### src/rtl/cpu_mem_bridge_pkg.sv
// Shared FSM state type and constants for the gm64 CPU-to-PSRAM bridge.
package gm64_bus_pkg;

   typedef enum logic [2:0] {
      IDLE,
      ISSUE,
      WAIT_BUSY,
      WAIT_DONE,
      ACK
   } bridgeState_e;

   localparam logic [3:0]  MEM_NBYTES_SINGLE = 4'd1;
   localparam logic [7:0]  ABORT_RDATA       = 8'hFF;
   localparam logic [15:0] BORDER_ADDR       = 16'hD020;

endpackage

### src/rtl/cpu_mem_bridge_if.sv
// memCtrl transaction bus: the bridge is the master, the memory controller is the slave.
interface cpu_mem_bridge_if;

   logic        mem_ce;
   logic        mem_write;
   logic [6:0]  mem_bank;
   logic [15:0] mem_addr;
   logic [3:0]  mem_nbytes;
   logic [7:0]  mem_wdata;
   logic [7:0]  mem_rdata;
   logic        mem_busy;

   modport master (
      output mem_ce, mem_write, mem_bank, mem_addr, mem_nbytes, mem_wdata,
      input  mem_rdata, mem_busy
   );

   modport slave (
      input  mem_ce, mem_write, mem_bank, mem_addr, mem_nbytes, mem_wdata,
      output mem_rdata, mem_busy
   );

endinterface

### src/rtl/cpu_mem_bridge_toggle_sync.sv
// Toggle synchroniser: SYNC_STAGES flop chain with asynchronous active-low reset.
// Also used on the CPU side to bring cpu_ack_tgl back into the clk0 domain.
module toggle_sync #(
   parameter int SYNC_STAGES = 2
) (
   input  logic clock,
   input  logic reset,
   input  logic d_i,
   output logic q_o
);

   logic [SYNC_STAGES-1:0] sync_q;

   always_ff @(posedge clock or negedge reset) begin
      if (!reset) begin
         sync_q <= '0;
      end else begin
         sync_q <= {sync_q[SYNC_STAGES-2:0], d_i};
      end
   end

   assign q_o = sync_q[SYNC_STAGES-1];

endmodule

### src/rtl/cpu_mem_bridge.sv
// Single-byte CPU (clk0) to memCtrl (clkRAM) bridge using a req/ack toggle handshake.
// Optional BORDER_TAP_EN adds border_col_o, the VIC debug colour taken from writes to $D020.
module cpu_mem_bridge
   import gm64_bus_pkg::*;
#(
   parameter logic [6:0] DEFAULT_BANK   = 7'd0,
   parameter int         TIMEOUT_CYCLES = 255,
   parameter int         SYNC_STAGES    = 2
) (
   input  logic             clkRAM,
   input  logic             reset,
   input  logic             cpu_req_tgl_i,
   input  logic [15:0]      cpu_addr_i,
   input  logic             cpu_we_i,
   input  logic [7:0]       cpu_wdata_i,
   output logic             cpu_ack_tgl_o,
   output logic [7:0]       cpu_rdata_o,
   output logic             cpu_rdy_o,
   input  logic             bank_we_i,
   input  logic [6:0]       bank_in_i,
`ifdef BORDER_TAP_EN
   output logic [3:0]       border_col_o,
`endif
   output logic             err_o,
   cpu_mem_bridge_if.master mem
);

   localparam logic [7:0] TIMEOUT_LIMIT = 8'(TIMEOUT_CYCLES);

   bridgeState_e state_q, state_d;
   logic         reqSync;
   logic         pending;
   logic         ackTgl_q, ackTgl_d;
   logic         rdy_q;
   logic [7:0]   rdata_q, rdata_d;
   logic         err_q, err_d;
   logic [7:0]   cnt_q, cnt_d, cntInc;
   logic         timeoutHit;
   logic [15:0]  addr_q, addr_d;
   logic         write_q, write_d;
   logic [7:0]   wdata_q, wdata_d;
   logic [6:0]   bank_q;
   logic [6:0]   memBank_q, memBank_d;

   toggle_sync #(
      .SYNC_STAGES(SYNC_STAGES)
   ) u_reqSync (
      .clock(clkRAM),
      .reset(reset),
      .d_i  (cpu_req_tgl_i),
      .q_o  (reqSync)
   );

   assign pending    = reqSync ^ ackTgl_q;
   assign cntInc     = (cnt_q == 8'hFF) ? cnt_q : cnt_q + 8'd1;
   assign timeoutHit = (cnt_q == TIMEOUT_LIMIT);

   always_ff @(posedge clkRAM or negedge reset) begin
      if (!reset) begin
         bank_q <= DEFAULT_BANK;
      end else if (bank_we_i) begin
         bank_q <= bank_in_i;
      end
   end

   always_ff @(posedge clkRAM or negedge reset) begin
      if (!reset) begin
         state_q   <= IDLE;
         ackTgl_q  <= 1'b0;
         rdy_q     <= 1'b1;
         rdata_q   <= 8'h00;
         err_q     <= 1'b0;
         cnt_q     <= 8'h00;
         addr_q    <= 16'h0000;
         write_q   <= 1'b0;
         wdata_q   <= 8'h00;
         memBank_q <= DEFAULT_BANK;
      end else begin
         state_q   <= state_d;
         ackTgl_q  <= ackTgl_d;
         rdy_q     <= !pending;
         rdata_q   <= rdata_d;
         err_q     <= err_d;
         cnt_q     <= cnt_d;
         addr_q    <= addr_d;
         write_q   <= write_d;
         wdata_q   <= wdata_d;
         memBank_q <= memBank_d;
      end
   end

   always_comb begin
      state_d   = state_q;
      ackTgl_d  = ackTgl_q;
      rdata_d   = rdata_q;
      err_d     = err_q;
      cnt_d     = cnt_q;
      addr_d    = addr_q;
      write_d   = write_q;
      wdata_d   = wdata_q;
      memBank_d = memBank_q;
      case (state_q)
         IDLE: begin
            // The bank is captured alongside the address so a later bank_we cannot disturb this transaction.
            if (pending && !mem.mem_busy) begin
               addr_d    = cpu_addr_i;
               write_d   = cpu_we_i;
               wdata_d   = cpu_wdata_i;
               memBank_d = bank_q;
               state_d   = ISSUE;
            end
         end
         ISSUE: begin
            cnt_d   = 8'h00;
            state_d = WAIT_BUSY;
         end
         WAIT_BUSY: begin
            cnt_d = cntInc;
            if (mem.mem_busy) begin
               state_d = WAIT_DONE;
            end else if (timeoutHit) begin
               err_d   = 1'b1;
               rdata_d = write_q ? rdata_q : ABORT_RDATA;
               state_d = ACK;
            end
         end
         WAIT_DONE: begin
            cnt_d = cntInc;
            if (!mem.mem_busy) begin
               rdata_d = write_q ? rdata_q : mem.mem_rdata;
               state_d = ACK;
            end else if (timeoutHit) begin
               err_d   = 1'b1;
               rdata_d = write_q ? rdata_q : ABORT_RDATA;
               state_d = ACK;
            end
         end
         ACK: begin
            ackTgl_d = ~ackTgl_q;
            state_d  = IDLE;
         end
         default: begin
            state_d = IDLE;
         end
      endcase
   end

`ifdef BORDER_TAP_EN
   logic [3:0] border_q;

   always_ff @(posedge clkRAM or negedge reset) begin
      if (!reset) begin
         border_q <= 4'h0;
      end else if (state_q == ACK && write_q && addr_q == BORDER_ADDR) begin
         border_q <= wdata_q[3:0];
      end
   end

   assign border_col_o = border_q;
`endif

   assign mem.mem_ce     = (state_q == ISSUE);
   assign mem.mem_write  = write_q;
   assign mem.mem_bank   = memBank_q;
   assign mem.mem_addr   = addr_q;
   assign mem.mem_nbytes = MEM_NBYTES_SINGLE;
   assign mem.mem_wdata  = wdata_q;

   assign cpu_ack_tgl_o = ackTgl_q;
   assign cpu_rdata_o   = rdata_q;
   assign cpu_rdy_o     = rdy_q;
   assign err_o         = err_q;

endmodule
### src/flat_wrapper.sv
// flat-port wrapper written by rule: the top's interface ports become plain ports
module cpu_mem_bridge_flat import gm64_bus_pkg::*;
#(
   parameter logic [6:0] DEFAULT_BANK   = 7'd0,
   parameter int         TIMEOUT_CYCLES = 255,
   parameter int         SYNC_STAGES    = 2
)
  (clkRAM, reset, cpu_req_tgl_i, cpu_addr_i, cpu_we_i, cpu_wdata_i, cpu_ack_tgl_o, cpu_rdata_o, cpu_rdy_o, bank_we_i, bank_in_i, err_o, mem_mem_ce, mem_mem_write, mem_mem_bank, mem_mem_addr, mem_mem_nbytes, mem_mem_wdata, mem_mem_rdata, mem_mem_busy);
  cpu_mem_bridge_if mem_i ();
  input  logic clkRAM;
  input  logic reset;
  input  logic cpu_req_tgl_i;
  input  logic [15:0] cpu_addr_i;
  input  logic cpu_we_i;
  input  logic [7:0] cpu_wdata_i;
  output logic cpu_ack_tgl_o;
  output logic [7:0] cpu_rdata_o;
  output logic cpu_rdy_o;
  input  logic bank_we_i;
  input  logic [6:0] bank_in_i;
  output logic err_o;
  output wire logic [$bits(mem_i.mem_ce)-1:0] mem_mem_ce;
  output wire logic [$bits(mem_i.mem_write)-1:0] mem_mem_write;
  output wire logic [$bits(mem_i.mem_bank)-1:0] mem_mem_bank;
  output wire logic [$bits(mem_i.mem_addr)-1:0] mem_mem_addr;
  output wire logic [$bits(mem_i.mem_nbytes)-1:0] mem_mem_nbytes;
  output wire logic [$bits(mem_i.mem_wdata)-1:0] mem_mem_wdata;
  input wire logic [$bits(mem_i.mem_rdata)-1:0] mem_mem_rdata;
  input wire logic [$bits(mem_i.mem_busy)-1:0] mem_mem_busy;
  assign mem_mem_ce = mem_i.mem_ce;
  assign mem_mem_write = mem_i.mem_write;
  assign mem_mem_bank = mem_i.mem_bank;
  assign mem_mem_addr = mem_i.mem_addr;
  assign mem_mem_nbytes = mem_i.mem_nbytes;
  assign mem_mem_wdata = mem_i.mem_wdata;
  assign mem_i.mem_rdata = mem_mem_rdata;
  assign mem_i.mem_busy = mem_mem_busy;
  cpu_mem_bridge #(.DEFAULT_BANK(DEFAULT_BANK), .TIMEOUT_CYCLES(TIMEOUT_CYCLES), .SYNC_STAGES(SYNC_STAGES)) u_core (.clkRAM(clkRAM), .reset(reset), .cpu_req_tgl_i(cpu_req_tgl_i), .cpu_addr_i(cpu_addr_i), .cpu_we_i(cpu_we_i), .cpu_wdata_i(cpu_wdata_i), .cpu_ack_tgl_o(cpu_ack_tgl_o), .cpu_rdata_o(cpu_rdata_o), .cpu_rdy_o(cpu_rdy_o), .bank_we_i(bank_we_i), .bank_in_i(bank_in_i), .err_o(err_o), .mem(mem_i));
endmodule
### config.mk
export PLATFORM = sky130hd
export DESIGN_NAME = cpu_mem_bridge_flat
export DESIGN_NICKNAME = d
export VERILOG_FILES = /design/src/rtl/cpu_mem_bridge_pkg.sv /design/src/rtl/cpu_mem_bridge_if.sv /design/src/rtl/cpu_mem_bridge_toggle_sync.sv /design/src/rtl/cpu_mem_bridge.sv /design/src/flat_wrapper.sv
export SDC_FILE = /design/constraint.sdc
export NUM_CORES = 1
export LEC_CHECK = 0
export BUFFER_PORTS_ARGS = -buffer_cell sky130_fd_sc_hd__buf_2
export CORE_MARGIN = 5
export CORE_UTILIZATION = 24
export DETAILED_ROUTE_END_ITERATION = 6
export GPL_ROUTABILITY_DRIVEN = 0
export GPL_TIMING_DRIVEN = 0
export SYNTH_ARGS = -nofsm -noshare
export SYNTH_HDL_FRONTEND = slang
export SYNTH_HIERARCHICAL = 1
export SYNTH_SLANG_ARGS = --single-unit
### constraint.sdc
create_clock -name clkRAM -period 1.93 [get_ports clkRAM]
set_input_delay 0.386 -clock clkRAM [delete_from_list [all_inputs] [get_ports clkRAM]]
set_output_delay 0.386 -clock clkRAM [all_outputs]
set_load 0.01 [all_outputs]
==> results.yml <==
run_status:
  status: "completed"
logic_synthesis:
  synthTopCellsByArea: "dfrtp_1 54%, mux2_4 15%, mux2_2 3.9%"
  synth.distinct_cells: 44
  netlist_area_um2: 2880
  ys_warn_count: 6
  synthAdderAreaFrac_pct: 0.435
  synth_edf_count: 0
  yosys.area.top_type_share_pct: 53.9
  synth-xor-area-share_pct: 0.913
  synth-seq-area-share_pct: 54.8
  synth_top_family_by_area: "multiplexers"
  syn_inst: 208
  avgSynthCellArea_um2: 13.8
  ys_ff_latch: 63
  synth_ff_type: "dfrtp_1"
  synth_compound_area_share_pct: 6.65
  synth_area_leader_cell: "dfrtp_1"
  async_reset_ff_share_pct: 100
  yosys-mux-area-fraction_pct: 22.9
  synthSimpleGateAreaFrac_pct: 8.00
clock_network:
  clk_pin_slew_worst_paths_ps: 60
  postCtsHoldBufs: 0
  htreeDepth: 3
  clk_path_buf_depth: 2
  cts_sinks: 63
  cts-root-buf: "clkbuf_16"
  clk_latency_ps: 330
  cts_tree: "done"
  cts_inserted_buffers: 9
final_layout:
  design_area_um2: 3810
  fin_util_pct: 32.1
  n_antenna_cell: 0
  ff_latch_area_um2: 1580
  instances_no_fill: 461
  final_net_count: 355
  drive_above_1_share_pct: 52.9
  multi_input_area_um2: 1160
  fill_cells: 1211
  area_growth_pct: 32.4
global_route:
  antenna_found_initial: 0
  grt.overflow.total: 0
  grt.total_usage_pct: 9.73
  grt_pass1_vias: 2115
  grt_max_degree: 64
  grt_pass1_wl_mm: 10.9
min_path:
  hp-class: "input port to async pin"
floorplan:
  coreArea_um2: 11900
  die_x_um: 120
  die_area_um2: 14300
  die_h_um: 120
  ioPinCount: 93
  num_rows: 40
  initial_core_util_pct: 24.3
setup_path:
  crit_path_start_kind: "flip-flop"
  cp-end-kind: "output pin"
  r2r-end: "u_core/state_q[1]"
  cp-startpoint: "u_core/state_q[2]"
  arrival_ps: 1480
  crit_type: "flip-flop to output pin"
  r2r_setup_slack_ps: 80
  critPathCapture: "mem_mem_ce"
  cp_max_fo: 9
  cp.required_ps: 1540
  r2r_start: "u_core/cnt_q[0]"
  reg2reg_depth: 5
sta:
  layout_setup_ws_ps: 59.8
  maxSlewViolCount: 0
  rsz0062_at_grt: "no"
  hold_viol: 0
  setup_violations: 0
  fin_skew_ps: 7.33
  maxSlewHeadroom_pct: 46.1
  fmax_mhz: 535
  period_minus_slack_ps: 1870
  worstMarginPinSlew_ps: 808
  period_share_pct: 96.9
power_and_ir_drop:
  power.share.clock_pct: 23.8
  vdd_drop_max_mv: 0.538
  sequentialPowerShare_pct: 37.3
  power_switching_mw: 1.96
  leakage_nw: 1.88
  power.share.switching_pct: 32.9
  total_power_mw: 5.97
  combinationalPowerShare_pct: 38.9
  internal_power_mw: 4.00
  power_density_nw_per_um2: 1570
routing:
  ant_nets: 0
  drt_iter0_drc: 57
  wl_per_cell_um: 14.2
  post-route-drc-count: 0
  vias: 1996
  wirelength_mm: 6.54
  via_per_inst: 4.33
  firstDrtPassIters: 4
placement:
  place_ws_ps: -207
  dp_hpwl_mm: 4.58
  placedCellCount: 444
  place_area_um2: 3510
  io_buffers: 87
flow_run:
  cap_violations: 0
synthesized netlist by cell type (all sizes together) (2+ instances only):
cell,number
dfrtp,62
mux2,39
inv,12
mux2i,11
buf,10
a31oi,9
or3b,9
nand2,8
clkbuf,5
a211oi,4
a21oi,4
xnor2,3
a41oi,2
conb,2
nand2b,2
nor2b,2
nor3b,2
o311ai,2
worst max-delay path: stages, from the launching register on:
cell	delay, ps
dfrtp_2	470
or3b_4	440
inv_4	100
buf_2	140
power by group through the flow:
stage                     registers, mW  clock network, mW  logic [mW]
after detailed placement           2.23                  0        2.30
final                              2.22               1.42        2.32
after global placement             2.22                  0        2.26
after CTS                          2.23               1.48        2.32
after global routing               2.30               1.54        2.54
after floorplan                    2.39                  0        1.33
final cells by class:
type | count | area share (%)
Clock buffer | 12 | 6.21
Sequential cell | 63 | 41.5
Multi-Input combinational cell | 120 | 30.6
Clock inverter | 4 | 0.591
Timing Repair Buffer | 88 | 11.7
Inverter | 12 | 1.25
Buffer | 15 | 3.38
Tap cell | 147 | 4.83
flip-flops by register name, summed over array words and instances, names as in the netlist, 2 cells and up:
register	flops
u_core/mem.mem_bank	7
u_core/mem.mem_addr	16
u_core/u_reqSync/sync_q	2
u_core/bank_q	7
u_core/cnt_q	8
u_core/state_q	3
u_core/mem.mem_wdata	8
u_core/cpu_rdata_o	8
logic make-up after synthesis:
group,count (synthesis)
flops,63
simple gates,35
xor+xnor,3
other cells,2
fa+ha+maj,1
compound gates,27
mux,50
buf+inv,27
layer usage:
metal	global-route usage, %	vias up	part of all wire (%)
met1	12.4	966	45
met4	5.58	0	2.1
met3	3.63	10	8.4
met5	0	-	0
li1	-	945	-
met2	14.1	75	44
metrics by stage:
stage | hold WS [ps] | setup TNS [ps]
CTS | 149 | 0
finish | 151 | 0
global route | 156 | 0
floorplan | 90.4 | 0
global placement | 336 | -1420
detailed placement | 343 | -1690
cells in the final DEF, fill, tap and decap left out, types with 4 or more instances in the layout:
cell type and count:
buf_4 6, a31oi_1 8, clkbuf_1 8, buf_2 87
mux2_4 29, conb_1 4, a211oi_1 4, dfrtp_1 60
mux2i_1 11, a21oi_1 4, or3b_2 8, inv_1 11
nand2_1 8, mux2_2 10, clkbuf_16 9
repair_timing:
action,in CTS,in global routing
setup buffers,0,1
setup endpoints to repair,10,13
resized for setup,6,4
worst min path at each step:
stage | end | slack, ps
floorplan | u_core/bank_q[0] | 90
global placement | u_core/u_reqSync/sync_q[1] | 340
detailed placement | u_core/u_reqSync/sync_q[1] | 340
CTS | u_core/u_reqSync/sync_q[0] | 150
global route | u_core/u_reqSync/sync_q[0] | 160
finish | u_core/mem.mem_addr[13] | 150
(Power assumes the default switching activity.)
